**src/rtl/vmul_pkg.sv**
```systemverilog
// Shared types for the pipelined SIMD vedic multiplier: opcodes, lane precisions
// and the payload that travels alongside each operation through the pipe.
package vmul_pkg;

  localparam int MAX_XLEN = 64;

  typedef enum logic [1:0] {
    OP_MUL    = 2'b00,
    OP_MULH   = 2'b01,
    OP_MULHU  = 2'b10,
    OP_MULHSU = 2'b11
  } opcode_e;

  typedef enum logic [1:0] {
    PREC_8  = 2'b00,
    PREC_16 = 2'b01,
    PREC_32 = 2'b10,
    PREC_64 = 2'b11
  } prec_e;

  function automatic int unsigned lane_width(prec_e prec);
    return 32'd8 << prec;
  endfunction

  typedef struct packed {
    logic [MAX_XLEN-1:0] a;
    logic [MAX_XLEN-1:0] b;
    opcode_e             op;
    prec_e               prec;
    logic                err;
  } payload_t;

endpackage

```
**src/rtl/vedic_mul8.sv**
```systemverilog
// Unsigned 8x8 -> 16 Urdhva Tiryakbhyam cell: vertical/crosswise column sums,
// then one weighted accumulation resolves the column carries.
module vedic_mul8 (
  input  logic [7:0]  a,
  input  logic [7:0]  b,
  output logic [15:0] p
);

  logic [3:0] col [15];

  always_comb begin
    // NOTE: every element gets a default before the accumulation loop so no latch is inferred.
    for (int k = 0; k < 15; k++) col[k] = '0;
    // NOTE: blocking assignments here on purpose; each partial sum must see the one before it.
    for (int i = 0; i < 8; i++)
      for (int j = 0; j < 8; j++)
        col[i+j] = col[i+j] + {3'b000, a[i] & b[j]};
    p = '0;
    for (int k = 0; k < 15; k++)
      p = p + ({12'h000, col[k]} << k);
  end

endmodule

```
**src/rtl/vmul_pipe_param.sv**
```systemverilog
// Parametrised pipelined SIMD multiplier (8/16/32/64-bit lanes) with valid/ready
// handshake; a single global stall freezes every stage while the output is blocked.
module vmul_pipe_param #(
  parameter int XLEN        = 32,
  parameter int PIPE_STAGES = 3
) (
  input  logic            clk,
  input  logic            rst,
  input  logic            in_valid,
  output logic            in_ready,
  input  logic [XLEN-1:0] operand_a,
  input  logic [XLEN-1:0] operand_b,
  input  logic [1:0]      opcode,
  input  logic [1:0]      precision,
  output logic            out_valid,
  input  logic            out_ready,
  output logic [XLEN-1:0] mul_out,
  output logic            out_err
);

  import vmul_pkg::*;

  localparam int NB    = XLEN / 8;
  localparam int NCELL = NB * NB;
  localparam int LAST  = PIPE_STAGES;

  logic                  stall;
  logic [LAST:1]         vld_q;
  payload_t              in_pay;
  payload_t              pay_q [1:LAST-1];
  payload_t              pay_src;
  logic [15:0]           cell_pp [NCELL];
  logic [15:0]           pp_src  [NCELL];
  logic [3:0][XLEN-1:0]  res_p;
  logic [XLEN-1:0]       res_sel;
  logic                  unused_pay;

  assign stall     = out_valid & ~out_ready;
  assign in_ready  = ~stall;
  assign out_valid = vld_q[LAST];

  always_comb begin
    in_pay      = '0;
    in_pay.a    = MAX_XLEN'(operand_a);
    in_pay.b    = MAX_XLEN'(operand_b);
    in_pay.op   = opcode_e'(opcode);
    in_pay.prec = prec_e'(precision);
    in_pay.err  = (XLEN == 32) && (prec_e'(precision) == PREC_64);
  end

  always_ff @(posedge clk or negedge rst) begin
    if (!rst)        vld_q <= '0;
    else if (!stall) vld_q <= {vld_q[LAST-1:1], in_valid};
  end

  // NOTE: datapath registers carry no reset; the valid bits alone say whether their contents mean anything.
  always_ff @(posedge clk) begin
    if (!stall) begin
      if (in_valid) pay_q[1] <= in_pay;
      for (int k = 2; k < LAST; k++)
        if (vld_q[k-1]) pay_q[k] <= pay_q[k-1];
    end
  end

  assign pay_src = pay_q[LAST-1];
  // Upper operand bits stay zero when XLEN is narrower than the payload.
  assign unused_pay = ^{pay_src.a, pay_src.b};

  // Every byte of a against every byte of b; each lane mode picks its own cells.
  for (genvar gi = 0; gi < NB; gi++) begin : g_row
    for (genvar gj = 0; gj < NB; gj++) begin : g_col
      vedic_mul8 u_cell (
        .a (pay_q[1].a[8*gi +: 8]),
        .b (pay_q[1].b[8*gj +: 8]),
        .p (cell_pp[gi*NB + gj])
      );
    end
  end

  if (LAST == 2) begin : g_no_mid
    assign pp_src = cell_pp;
  end else begin : g_mid
    logic [15:0] pp_q [2:LAST-1][NCELL];

    always_ff @(posedge clk) begin
      if (!stall) begin
        if (vld_q[1]) pp_q[2] <= cell_pp;
        for (int k = 3; k < LAST; k++)
          if (vld_q[k-1]) pp_q[k] <= pp_q[k-1];
      end
    end

    assign pp_src = pp_q[LAST-1];
  end

  for (genvar gp = 0; gp < 4; gp++) begin : g_prec
    localparam int W = lane_width(prec_e'(gp));
    if (W > XLEN) begin : g_illegal
      assign res_p[gp] = '0;
    end else begin : g_legal
      for (genvar gl = 0; gl < XLEN / W; gl++) begin : g_lane
        localparam int LB = W / 8;
        localparam int LO = gl * LB;
        logic [2*W-1:0] prod;
        logic [W-1:0]   a_l;
        logic [W-1:0]   b_l;
        logic [W-1:0]   hi;

        assign a_l = pay_src.a[gl*W +: W];
        assign b_l = pay_src.b[gl*W +: W];

        // Only cells inside this lane contribute, so no carry crosses lanes.
        always_comb begin
          prod = '0;
          for (int i = 0; i < LB; i++)
            for (int j = 0; j < LB; j++)
              prod = prod + ((2*W)'(pp_src[(LO+i)*NB + LO + j]) << (8*(i+j)));
          hi = prod[2*W-1:W];
          if (pay_src.op == OP_MULH)
            hi = hi - ({W{a_l[W-1]}} & b_l) - ({W{b_l[W-1]}} & a_l);
          else if (pay_src.op == OP_MULHSU)
            hi = hi - ({W{a_l[W-1]}} & b_l);
        end

        assign res_p[gp][gl*W +: W] = (pay_src.op == OP_MUL) ? prod[W-1:0] : hi;
      end
    end
  end

  assign res_sel = res_p[pay_src.prec];

  always_ff @(posedge clk or negedge rst) begin
    if (!rst) begin
      mul_out <= '0;
      out_err <= 1'b0;
    end else if (!stall && vld_q[LAST-1]) begin
      mul_out <= pay_src.err ? '0 : res_sel;
      out_err <= pay_src.err;
    end
  end

endmodule

```
**config.mk**
```make
export PLATFORM = sky130hd
export DESIGN_NAME = vmul_pipe_param
export DESIGN_NICKNAME = d
export VERILOG_FILES = /design/src/rtl/vmul_pkg.sv /design/src/rtl/vedic_mul8.sv /design/src/rtl/vmul_pipe_param.sv
export SDC_FILE = /design/constraint.sdc
export NUM_CORES = 2
export LEC_CHECK = 0
export ABC_CLOCK_PERIOD_IN_PS = 8680
export BUFFER_PORTS_ARGS = -buffer_cell sky130_fd_sc_hd__buf_2
export CAP_MARGIN = 40
export CORE_MARGIN = 2
export CORE_UTILIZATION = 25
export CTS_CLUSTER_SIZE = 28
export DETAILED_ROUTE_END_ITERATION = 8
export PLACE_DENSITY_LB_ADDON = 0.1
export SLEW_MARGIN = 20
export SYNTH_ARGS = -nofsm -noshare
export SYNTH_HDL_FRONTEND = slang
export SYNTH_SLANG_ARGS = --single-unit
```
**constraint.sdc**
```tcl
create_clock -name clk -period 8.68 [get_ports clk]
set_input_delay 1.302 -clock clk [delete_from_list [all_inputs] [get_ports clk]]
set_output_delay 1.302 -clock clk [all_outputs]
set_load 0.05 [all_outputs]
```
==> impl_metrics.prom <==
# TYPE chip_impl_metric gauge
chip_impl_metric{name="ys_async_sr_fraction",unit="%"} 8.37
chip_impl_metric{name="post-route-min-period",unit="ns"} 8.77
chip_impl_metric{name="yosysWarningCount",unit=""} 0
chip_impl_metric{name="globalplace.congestion",unit=""} 0.884
chip_impl_metric{name="drtAntennaViolNets",unit=""} 0
chip_impl_metric{name="fp.coreArea",unit="um2"} 276000
chip_impl_metric{name="wl_per_cell",unit="um"} 22.4
chip_impl_info{name="clk_root_buf",value="sky130_fd_sc_hd__clkbuf_16"} 1
chip_impl_metric{name="number_of_vias_per_cell_after_detailed_routing",unit=""} 4.60
chip_impl_metric{name="grt_start_max_net_pins",unit=""} 123
chip_impl_info{name="violations",value="max-slew violations, negative setup slack"} 1
chip_impl_metric{name="finish.utilization",unit="%"} 29.3
chip_impl_info{name="critical-path-top-delay-family",value="compound AO/OA/AOI/OAI gates"} 1
chip_impl_metric{name="numClockSinks",unit=""} 430
chip_impl_metric{name="fmaxAchievable",unit="MHz"} 114
chip_impl_info{name="critical_path.endpoint_type",value="flip-flop"} 1
chip_impl_metric{name="setup_viols_final",unit=""} 7
chip_impl_metric{name="path_clk_slew",unit="ns"} 0.06
chip_impl_metric{name="hold_viol",unit=""} 0
chip_impl_metric{name="drive_gt1_share",unit="%"} 12.7
chip_impl_metric{name="io-pin-count",unit=""} 107
chip_impl_metric{name="timing.critical_path.fanout_max",unit=""} 5
chip_impl_metric{name="max_slew.worst_pin.slew",unit="ns"} 1.57
chip_impl_info{name="min_path_type",value="reg2reg"} 1
chip_impl_metric{name="synth-edff-count",unit=""} 394
chip_impl_metric{name="synth_cell_type_count",unit=""} 97
chip_impl_info{name="critPathKind",value="reg2reg"} 1
chip_impl_metric{name="htree_num_levels",unit=""} 3
chip_impl_metric{name="area_of_the_die",unit="um2"} 281000
chip_impl_metric{name="chipWidth",unit="um"} 530
chip_impl_metric{name="grt_first_pass_wirelength",unit="um"} 383000
chip_impl_metric{name="worst-path-buf-inv",unit=""} 5
chip_impl_info{name="ys_flop_type",value="sky130_fd_sc_hd__edfxtp_1"} 1
chip_impl_metric{name="pre_cts_ws",unit="ns"} -0.731
chip_impl_metric{name="fin_cells",unit=""} 11600
chip_impl_metric{name="fin_skew",unit="ns"} 0.0556
chip_impl_metric{name="max-slew-margin-rel",unit="%"} -4.44
chip_impl_metric{name="initial_core_utilization",unit="%"} 25.1
chip_impl_info{name="critPathSlowestCell",value="sky130_fd_sc_hd__fa_1"} 1
chip_impl_metric{name="dpl.cell_count",unit=""} 11400
chip_impl_info{name="final_common_cell",value="sky130_fd_sc_hd__inv_1"} 1
chip_impl_metric{name="fillCellCount",unit=""} 29200
chip_impl_metric{name="route.vias.total",unit=""} 53200
chip_impl_info{name="grt_setup_unrepaired",value="true"} 1
chip_impl_metric{name="worstSkewPairLatency",unit="ns"} 0.69
chip_impl_metric{name="synth_area",unit="um2"} 69300
chip_impl_metric{name="dr.first_iter.drc_count",unit=""} 2699
chip_impl_metric{name="worstPathArrival",unit="ns"} 9.31
chip_impl_metric{name="finalMaxSlewViolations",unit=""} 45
chip_impl_metric{name="synthToLayoutAreaGrowth",unit="%"} 16.8
chip_impl_metric{name="drt-pass1-iter-count",unit=""} 6
chip_impl_metric{name="synth.net_count",unit=""} 9275
chip_impl_metric{name="cts_made_buffers",unit=""} 66
chip_impl_info{name="worstReg2RegStart",value="g_mid.pp_q[2][169]"} 1
chip_impl_info{name="worst_hold_startpoint",value="pay_q[1][4]"} 1
chip_impl_info{name="clock_tree_from_tritoncts",value="built"} 1
chip_impl_metric{name="grt_overflow_total",unit=""} 0
chip_impl_metric{name="slowest_delay",unit="ns"} 0.57
chip_impl_info{name="critical_path.startpoint_type",value="flip-flop"} 1
chip_impl_metric{name="wl",unit="um"} 259000
chip_impl_metric{name="half_perimeter_wire_length_after_detailed_placement",unit="um"} 207000
chip_impl_metric{name="fin_ws",unit="ns"} -0.0866
chip_impl_metric{name="synth.ff_latch_count",unit=""} 430
chip_impl_info{name="timing.critical_path.from",value="g_mid.pp_q[2][169]"} 1
chip_impl_metric{name="remaining_drc_errors",unit=""} 0
chip_impl_metric{name="nets",unit=""} 9742
chip_impl_metric{name="groute.usage.overall",unit="%"} 18.5
chip_impl_metric{name="io_buffer_count",unit=""} 106
chip_impl_metric{name="floorplan.rows",unit=""} 193
chip_impl_metric{name="initial_antenna_violation_count",unit=""} 30
chip_impl_metric{name="vertical_extent_of_the_die",unit="um"} 530
chip_impl_metric{name="synthCells",unit=""} 7334
chip_impl_metric{name="final.period_utilization",unit="%"} 101
chip_impl_metric{name="clk_path_buf_depth",unit=""} 3
chip_impl_metric{name="seq_area_frac_synth",unit="%"} 18.4
chip_impl_metric{name="post_synth.cell_area_avg",unit="um2"} 9.44
chip_impl_metric{name="grt_pass1_vias",unit=""} 56500
chip_impl_metric{name="cap_viol_max_count",unit=""} 0
chip_impl_info{name="run_status",value="complete, but fails checks"} 1
chip_impl_info{name="layout.cells.most_common_list",value="sky130_fd_sc_hd__inv_1, sky130_fd_sc_hd__ha_1, sky130_fd_sc_hd__nand2_1, sky130_fd_sc_hd__fa_1, sky130_fd_sc_hd__and2_1"} 1
chip_impl_metric{name="crit_required",unit="ns"} 9.22
[routing by layer]
| layer | global-route usage, % | part of all wire [%] | wire (um) | vias up |
|---|---|---|---|---|
| met5 | 0 | 0.0050 | 13 | - |
| met1 | 25.4 | 47 | 122000 | 27100 |
| li1 | - | - | - | 24900 |
| met2 | 31.3 | 47 | 122000 | 1015 |
| met4 | 3.90 | 2.1 | 5440 | 2 |
| met3 | 1.64 | 3.5 | 9180 | 237 |
[final timing paths]
check / end / slack [ns] / cells past startpoint
worst max-delay path: mul_out[25] / -0.09 / 40
worst min-delay path: pay_q[2][4] / 0.42 / 0
worst max register to register: mul_out[25] / -0.09 / 40
worst min register to register: pay_q[2][4] / 0.42 / 0
max in group asynchronous: mul_out[18] / 7.58 / 2
min in group asynchronous: mul_out[4] / 0.57 / 1
[timing repair]
action                                  CTS  global route
endpoints found under the setup margin   20            22
hold buffers                              0             0
pin swaps                                72            70
buffers inserted                         23            12
gates resized for setup                  64            84
gates cloned                              0             0
[cell usage after synthesis (9+ instances only)]
cell type | count | area [um2]
sky130_fd_sc_hd__a211oi_1 | 20 | 150
sky130_fd_sc_hd__a21boi_0 | 17 | 128
sky130_fd_sc_hd__a21o_1 | 99 | 743
sky130_fd_sc_hd__a21oi_1 | 371 | 1860
sky130_fd_sc_hd__a221oi_1 | 10 | 87.6
sky130_fd_sc_hd__a31o_2 | 9 | 78.8
sky130_fd_sc_hd__a31oi_1 | 36 | 225
sky130_fd_sc_hd__and2_1 | 555 | 3470
sky130_fd_sc_hd__and3_1 | 18 | 113
sky130_fd_sc_hd__buf_1 | 12 | 45.0
sky130_fd_sc_hd__clkbuf_1 | 260 | 976
sky130_fd_sc_hd__dfrtp_1 | 36 | 901
sky130_fd_sc_hd__edfxtp_1 | 394 | 11800
sky130_fd_sc_hd__fa_1 | 800 | 16000
sky130_fd_sc_hd__ha_1 | 1069 | 13400
sky130_fd_sc_hd__inv_1 | 1151 | 4320
sky130_fd_sc_hd__mux2i_1 | 38 | 380
sky130_fd_sc_hd__mux4_2 | 23 | 518
sky130_fd_sc_hd__nand2_1 | 821 | 3080
sky130_fd_sc_hd__nand2b_1 | 51 | 319
sky130_fd_sc_hd__nand3_1 | 64 | 320
sky130_fd_sc_hd__nand4_1 | 19 | 119
sky130_fd_sc_hd__nor2_1 | 233 | 875
sky130_fd_sc_hd__nor2b_1 | 114 | 713
sky130_fd_sc_hd__nor3_1 | 55 | 275
sky130_fd_sc_hd__o21a_1 | 83 | 623
sky130_fd_sc_hd__o21ai_0 | 188 | 941
sky130_fd_sc_hd__o21ai_1 | 10 | 50.1
sky130_fd_sc_hd__o21bai_1 | 70 | 526
sky130_fd_sc_hd__o221ai_1 | 18 | 158
sky130_fd_sc_hd__o22ai_1 | 9 | 56.3
sky130_fd_sc_hd__o31a_1 | 12 | 105
sky130_fd_sc_hd__o31ai_1 | 18 | 135
sky130_fd_sc_hd__or2_2 | 18 | 113
sky130_fd_sc_hd__or3_1 | 21 | 131
sky130_fd_sc_hd__xnor2_1 | 314 | 2750
sky130_fd_sc_hd__xor2_1 | 117 | 1020
[flip-flops by register name (all words and copies together), names as in the netlist]
register,flops
out_err,1
vld_q,3
mul_out,32
pay_q,138
g_mid.pp_q,256
[final cells by class]
type | count | area [um2] | share of cell area, %
diodes | 8 | 20.0 | 0.0248
inverters | 1155 | 4340 | 5.36
repair buffers | 686 | 5240 | 6.48
well taps | 3705 | 4640 | 5.73
clock inverters | 41 | 443 | 0.548
multi-input cells | 5462 | 51700 | 63.9
flip-flops and latches | 430 | 12700 | 15.7
clock buffers | 79 | 1760 | 2.18
[per-stage QoR]
step                      hold slack (ns)  cell area, um2  TNS [ns]
after floorplan                     0.400           69300         0
after global placement              0.415           77400     -7.06
after detailed placement            0.411           77700     -6.45
after CTS                           0.426           80400   -0.0310
after global routing                0.426           80900     -5.06
final                               0.422           80900    -0.231
[cell families (layout without fill, tap and decap cells)]
| family | after synthesis | in the layout | share of synthesized area (%) |
|---|---|---|---|
| simple gates | 1994 | 1994 | 14.0 |
| xor+xnor | 432 | 432 | 5.49 |
| compound gates | 1098 | 1098 | 10.3 |
| other cells | 0 | 8 | 0 |
| buf+inv | 1442 | 1961 | 7.94 |
| mux | 69 | 69 | 1.43 |
| flops | 430 | 430 | 18.4 |
| fa+ha+maj | 1869 | 1869 | 42.4 |
Power is not shown: default switching activity piles up to over one toggle a cycle in this logic, so the estimate is an artifact.
